<file path="src/rtl/arith_pkg.sv">
// Shared arithmetic package: serial subtractor FSM states and counter sizing.
package arith_pkg;

  typedef enum logic [1:0] {
    IDLE  = 2'd0,
    SHIFT = 2'd1,
    DONE  = 2'd2
  } sub_state_t;

  // Bit counter width for a WIDTH-bit serial datapath (counts 0..WIDTH-1).
  function automatic int cnt_w(input int width);
    return (width < 2) ? 1 : $clog2(width);
  endfunction

endpackage

</file>
<file path="src/rtl/serial_sub3_full_sub_cell.sv">
// Combinational one-bit full subtractor: diff = a - b - bin, with borrow-out.
module full_sub_cell (
  input  logic a,
  input  logic b,
  input  logic bin,
  output logic diff,
  output logic bout
);

  assign diff = a ^ b ^ bin;
  assign bout = (~a & b) | (~(a ^ b) & bin);

endmodule

</file>
<file path="src/rtl/serial_sub3.sv">
// Bit-serial subtractor d = a - b, LSB first, one full-subtractor cell and a borrow flop.
// Define SERIAL_SUB_SAT_EN to clamp d to 0 when the final borrow is set.
module serial_sub3
  import arith_pkg::*;
#(
  parameter int WIDTH = 3
) (
  input  logic             clk,
  input  logic             rst,
  input  logic             start,
  input  logic [WIDTH-1:0] a,
  input  logic [WIDTH-1:0] b,
  output logic             ready,
  output logic             busy,
  output logic             done,
  output logic [WIDTH-1:0] d,
  output logic             borrow
);

  localparam int CW = cnt_w(WIDTH);
  localparam logic [CW-1:0] LAST_BIT = CW'(WIDTH - 1);

  sub_state_t       state_q;
  logic [WIDTH-1:0] sa_q;
  logic [WIDTH-1:0] sb_q;
  logic [WIDTH-1:0] res_q;
  logic             bw_q;
  logic [CW-1:0]    cnt_q;
  logic             ready_q;
  logic             busy_q;
  logic             done_q;
  logic [WIDTH-1:0] d_q;
  logic             borrow_q;

  logic             cell_diff;
  logic             cell_bout;
  logic [WIDTH-1:0] res_d;
  logic [CW-1:0]    cnt_d;
  logic [WIDTH-1:0] result_d;

  full_sub_cell u_cell (
    .a    (sa_q[0]),
    .b    (sb_q[0]),
    .bin  (bw_q),
    .diff (cell_diff),
    .bout (cell_bout)
  );

  // Each new difference bit enters at the MSB so the LSB-first stream lands in place.
  assign res_d = {cell_diff, res_q[WIDTH-1:1]};
  assign cnt_d = cnt_q + CW'(1);

`ifdef SERIAL_SUB_SAT_EN
  assign result_d = bw_q ? '0 : res_q;
`else
  assign result_d = res_q;
`endif

  always_ff @(posedge clk or posedge rst) begin
    if (rst) begin
      state_q  <= IDLE;
      sa_q     <= '0;
      sb_q     <= '0;
      res_q    <= '0;
      bw_q     <= 1'b0;
      cnt_q    <= '0;
      ready_q  <= 1'b1;
      busy_q   <= 1'b0;
      done_q   <= 1'b0;
      d_q      <= '0;
      borrow_q <= 1'b0;
    end else begin
      done_q <= 1'b0;
      case (state_q)
        IDLE: begin
          if (start) begin
            sa_q    <= a;
            sb_q    <= b;
            bw_q    <= 1'b0;
            cnt_q   <= '0;
            ready_q <= 1'b0;
            busy_q  <= 1'b1;
            state_q <= SHIFT;
          end
        end
        SHIFT: begin
          sa_q  <= sa_q >> 1;
          sb_q  <= sb_q >> 1;
          res_q <= res_d;
          bw_q  <= cell_bout;
          cnt_q <= cnt_d;
          if (cnt_q == LAST_BIT) begin
            busy_q  <= 1'b0;
            state_q <= DONE;
          end
        end
        DONE: begin
          // Results commit here so the done pulse and the new d/borrow appear together.
          d_q      <= result_d;
          borrow_q <= bw_q;
          done_q   <= 1'b1;
          ready_q  <= 1'b1;
          state_q  <= IDLE;
        end
        default: begin
          ready_q <= 1'b1;
          busy_q  <= 1'b0;
          state_q <= IDLE;
        end
      endcase
    end
  end

  assign ready  = ready_q;
  assign busy   = busy_q;
  assign done   = done_q;
  assign d      = d_q;
  assign borrow = borrow_q;

endmodule
</file>
<file path="config.mk">
export PLATFORM = sky130hd
export DESIGN_NAME = serial_sub3
export DESIGN_NICKNAME = d
export VERILOG_FILES = /design/src/rtl/arith_pkg.sv /design/src/rtl/serial_sub3_full_sub_cell.sv /design/src/rtl/serial_sub3.sv
export SDC_FILE = /design/constraint.sdc
export NUM_CORES = 1
export LEC_CHECK = 0
export ABC_CLOCK_PERIOD_IN_PS = 1200
export CAP_MARGIN = 5
export CORE_MARGIN = 10
export CORE_UTILIZATION = 45
export DETAILED_ROUTE_END_ITERATION = 12
export HOLD_SLACK_MARGIN = 0.1
export MAX_ROUTING_LAYER = met4
export PLACE_DENSITY = 0.72
export SLEW_MARGIN = 25
export SYNTH_ARGS = -nofsm -noshare
export SYNTH_HDL_FRONTEND = slang
export SYNTH_HIERARCHICAL = 1
export SYNTH_SLANG_ARGS = --single-unit
</file>
<file path="constraint.sdc">
create_clock -name clk -period 1.2 [get_ports clk]
set_clock_uncertainty 0.15 [all_clocks]
set_input_delay 0.24 -clock clk [delete_from_list [all_inputs] [get_ports clk]]
set_output_delay 0.24 -clock clk [all_outputs]
set_load 0.005 [all_outputs]
</file>
[Word-level counts from Yosys, hierarchy flattened]
Index checks and enable logic that the tools add are counted.
Storage, ports and cells
  flip-flop bits (word level): 21
  input bits: 9
  output and inout port bits: 7
  word-level logic and storage cells: 48
Cells by class
  add/subtract/negate cells: 1
  equal/unequal tests: 5
  muxes and demuxes: 16
  bitwise gates (word level): 9
  reductions and logical operators: 6
Operators with widths (count)
  $pmux W3 S2: 2
  $pmux W2 S2: 2
  $mux W2: 3
  $mux W3: 2
  $reduce_and A2 Y1: 3
  $eq A2 B2 Y1 const B: 2
  $mux W1: 4
  $ne A2 B2 Y1 const B: 2
  $not A1 Y1: 4
  $pmux W1 S2: 2
  $pmux W1 S3: 1
  $reduce_and A3 Y1: 1
  $add A2 B1 Y2 const B: 1
  $and A1 B1 Y1: 2
  $eq A2 B1 Y1 const B: 1
  $logic_not A2 Y1: 1
  $reduce_bool A2 Y1: 1
  $xor A1 B1 Y1: 2
  $or A1 B1 Y1: 1

[Logic depth before layout (Yosys ltp)]
  word-level depth: 5
  depth in mapped cells: 4
  depth with buffers taken out: 4

[Cells and area by module]
Netlist, hierarchy kept.
Modules (own cells, without submodules)
  serial_sub3: times used 1, cells an instance 75, area an instance 900.9 um2, sequential area each 526.8 um2
  full_sub_cell: times used 1, cells an instance 4, area an instance 31.3 um2, sequential area each 0.0 um2

[Worst setup path after synthesis]
No wires, ideal clock.
  path type: register to register
  start: register state_q[1]
  end: register bw_q
  setup time: 121 ps
  arrival time: 945 ps
  data required time: 929 ps
  setup slack: -16 ps
  cell stages (with the launch flop): 4
  path buffers: 1
  period minus slack after synthesis: 1216 ps
  cells stage by stage: dfrtp_1 > buf_6 > o21bai_4 > a22o_1
Between the ends
  word-level cells in the longest chain between the ends: 3
  elaborated cells on any way between the ends: 6
  classes of those cells: eq/ne (2); mux (1); reduce/logical (3)
RTL lines
  start: declaration: RTL line serial_sub3.sv:23  | sub_state_t state_q;
  start signal: assignment: RTL line serial_sub3.sv:61  | state_q <= IDLE;
  start signal: assignment: RTL line serial_sub3.sv:83  | state_q <= SHIFT;
  start signal: assignment: RTL line serial_sub3.sv:94  | state_q <= DONE;
  $eq A2 B1 Y1 or $logic_not A2 Y1 (tied branches): RTL line serial_sub3.sv:74  | case (state_q)
  $reduce_bool A2 Y1 (no line) or $ne A2 B2 Y1 (tied branches)
  $reduce_and A2 Y1 (no line)
  end signal: assignment: RTL line serial_sub3.sv:90  | bw_q <= cell_bout;
  end: declaration: RTL line serial_sub3.sv:27  | logic bw_q;
Parallel ways exist; a longest one is shown, timed or not.
A chain may end at the register's enable or synchronous reset.

[Worst setup path after layout]
  start: register ready_q, in the netlist ready
  end: output port ready
RTL lines
  start: declaration: RTL line serial_sub3.sv:29  | logic ready_q;
  start signal: assignment: RTL line serial_sub3.sv:67  | ready_q <= 1'b1;
  start signal: assignment: RTL line serial_sub3.sv:81  | ready_q <= 1'b0;
  start signal: assignment: RTL line serial_sub3.sv:102  | ready_q <= 1'b1;
  end: declaration: RTL line serial_sub3.sv:13  | output logic ready,
No word-level cell between the ends.

==> impl_metrics.yaml <==
logic_synthesis:
  synthCells: 79
  yosys-top-cells-area: "dfrtp_1 54%, mux2_2 4.8%, nand2_1 4.4%"
  ys_seq_area_share_pct: 56.5
  synth.cell_area_sq_um: 932
  synth_top_area_share_pct: 53.7
  synth_nets: 90
  ys_types: 25
  ys_seq_elements: 21
  synth.avg_cell_area_sq_um: 11.8
  yosysWarnings: 6
  synth.largest_area_cell: "dfrtp_1"
final_layout:
  area_delta_synth_final_pct: 44.0
  diodes: 0
  drive_gt1_share_pct: 47.8
  fin_nets: 127
  fin_util_pct: 68.4
  layout_common_cells: "18 x dfrtp_1, 14 x buf_4, 11 x nand2_1"
  nFillCells: 164
  final_common_cell: "dfrtp_1"
  postLayoutCellArea_sq_mm: 0.00134
floorplanning:
  coreArea_sq_mm: 0.00196
  ioPinCount: 16
  initial_utilization_pct: 47.5
  rows: 16
  die_w_um: 65.5
  die_y_um: 65.5
  dieArea_sq_mm: 0.00429
sta:
  period_share_pct: 111
  fmax_mhz: 751
  tightestPinTransition_ns: 0.283
  drv_slew: 0
  setup_violations: 18
  finalSetupTns_ns: -0.739
  rsz0062_at_grt: "yes"
  min_period_ns: 1.33
  setup_ws_ns: -0.132
  max_slew_margin_pct: 81.1
  hold_violations: 0
worst_setup_path:
  path_cells: "buf_6"
  cp_max_fo: 2
  worstPathArrival_ns: 0.94
  worst-path-buf-inv: 1
  cp_data_required_time_ns: 0.81
  path_class: "flip-flop to output port"
  cp_top_family: "flip-flops"
  cpPeakStageDelay_ns: 0.56
  worst_setup_path_start_kind: "flip-flop"
  crit_slowest_cell: "dfstp_2"
  end_kind: "output port"
placed_design:
  place_area_sq_mm: 0.00120
  gp_congestion: 0.745
  dp.final_hpwl_um: 1430
  port_buffers: 15
grt:
  overflow: 0
  antenna_found_initial: 0
  grt_pass1_wl_um: 3460
  grt_pass1_vias: 773
  grt_usage_pct: 10.2
  grt_max_degree: 22
power_and_ir_drop:
  power_density_mw_per_mm2: 2480
  leakage_nw: 0.685
  ir_drop_mv: 1.45
run_status:
  status: "finished with violations"
  violations: "negative setup slack"
cts:
  clk_pin_slew_ns: 0.10
  htreeDepth: 1
  clockRootBuffer: "clkbuf_4"
  cts_tree: "yes"
  clk-insertion-delay-late_ns: 0.31
  cts_buffers: 3
  clkSinkCount: 21
  cts.path.max_buffers: 2
route:
  wl_per_cell_um: 14.0
  ant_nets: 0
  wirelength_um: 1990
  route.detailed.drc: 0
  vias: 694
  first_pass_iters: 4
  viasPerCell: 4.89
  drt-initial-drc-count: 26
run:
  cap_violations: 0
min_path:
  worstHoldPathType: "input pin to flip-flop"
flip-flops by register name, summed over array words and instances, names as in the netlist:
| register | count |
|---|---|
| cnt_q | 2 |
| res_q | 3 |
| sb_q | 3 |
| state_q | 2 |
| ready | 1 |
| borrow | 1 |
| d | 3 |
| sa_q | 3 |
| busy | 1 |
| bw_q | 1 |
| done | 1 |
cell families (layout without fill, tap and decap cells):
| group | after synthesis | count (layout) | synth area share [%] |
|---|---|---|---|
| AND/OR/NAND/NOR | 25 | 25 | 14.4 |
| flip-flops | 21 | 21 | 56.5 |
| AO/OA/AOI/OAI | 16 | 16 | 14.8 |
| buffers and inverters | 11 | 47 | 6.04 |
| multiplexers | 4 | 4 | 4.83 |
| adder cells (fa/ha/maj) | 2 | 2 | 3.49 |
stage by stage:
| stage | setup slack [ns] | cells | hold slack [ns] | power, mW |
|---|---|---|---|---|
| floorplan | -0.00914 | 79 | 0.0658 | 2.07 |
| global placement | -0.273 | 132 | 0.310 | 2.63 |
| detailed placement | -0.295 | 132 | 0.328 | 2.72 |
| CTS | -0.156 | 138 | 0.358 | 3.09 |
| global route | -0.174 | 142 | 0.210 | 3.61 |
| finish | -0.132 | 142 | 0.192 | 3.33 |
cell type report:
class	instances	area [sq um]	share of cell area (%)
Clock buffer	4	26.3	1.96
Inverter	9	33.8	2.52
Multi-Input combinational cell	47	412	30.7
Sequential cell	21	529	39.4
Tap cell	27	33.8	2.52
Timing Repair Buffer	34	308	22.9
timing repair:
item	in CTS	in global routing
hold endpoints to repair	11	0
hold buffers	1	0
gates cloned	0	1
setup buffers	1	4
resized for setup	39	16
setup endpoints to repair	22	27
pin swaps	1	7
Yosys cell counts, drive strengths merged:
| library cell | n |
|---|---|
| and2 | 1 |
| a32oi | 2 |
| o21bai | 1 |
| a21oi | 1 |
| ha | 1 |
| fa | 1 |
| nand2b | 4 |
| mux2 | 4 |
| nor2b | 1 |
| a21o | 1 |
| nand3b | 2 |
| o21ai | 2 |
| a22o | 3 |
| nand2 | 11 |
| inv | 9 |
| o221a | 2 |
| dfstp | 1 |
| buf | 2 |
| nor2 | 6 |
| o21a | 3 |
| dfrtp | 20 |
| o22ai | 1 |
routing by layer:
metal | track usage, % | up-vias | wire length [um]
met5 | - | - | 0
met4 | 3.21 | 0 | 25
met3 | 2.71 | 4 | 99
met2 | 17.2 | 19 | 965
met1 | 11.6 | 334 | 897
li1 | - | 337 | -
where the power goes:
group          switching [mW]  internal, mW  total, mW
logic                   0.682          1.03       1.71
clock network           0.212         0.130      0.342
registers               0.241          1.04       1.28
total                    1.14          2.20       3.33
path summary, 6_finish.rpt:
check,start,end,slack [ns],cells after the start
setup / recovery,ready,ready,-0.13,1
hold / removal,start,state_q[0],0.19,3
setup reg to reg,state_q[0],d[0],-0.07,2
hold reg to reg,res_q[0],res_q[0],0.36,2
max in group asynchronous,rst,ready,0.45,3
min in group asynchronous,rst,cnt_q[0],0.24,3
Power figures use the tool's default switching activity.
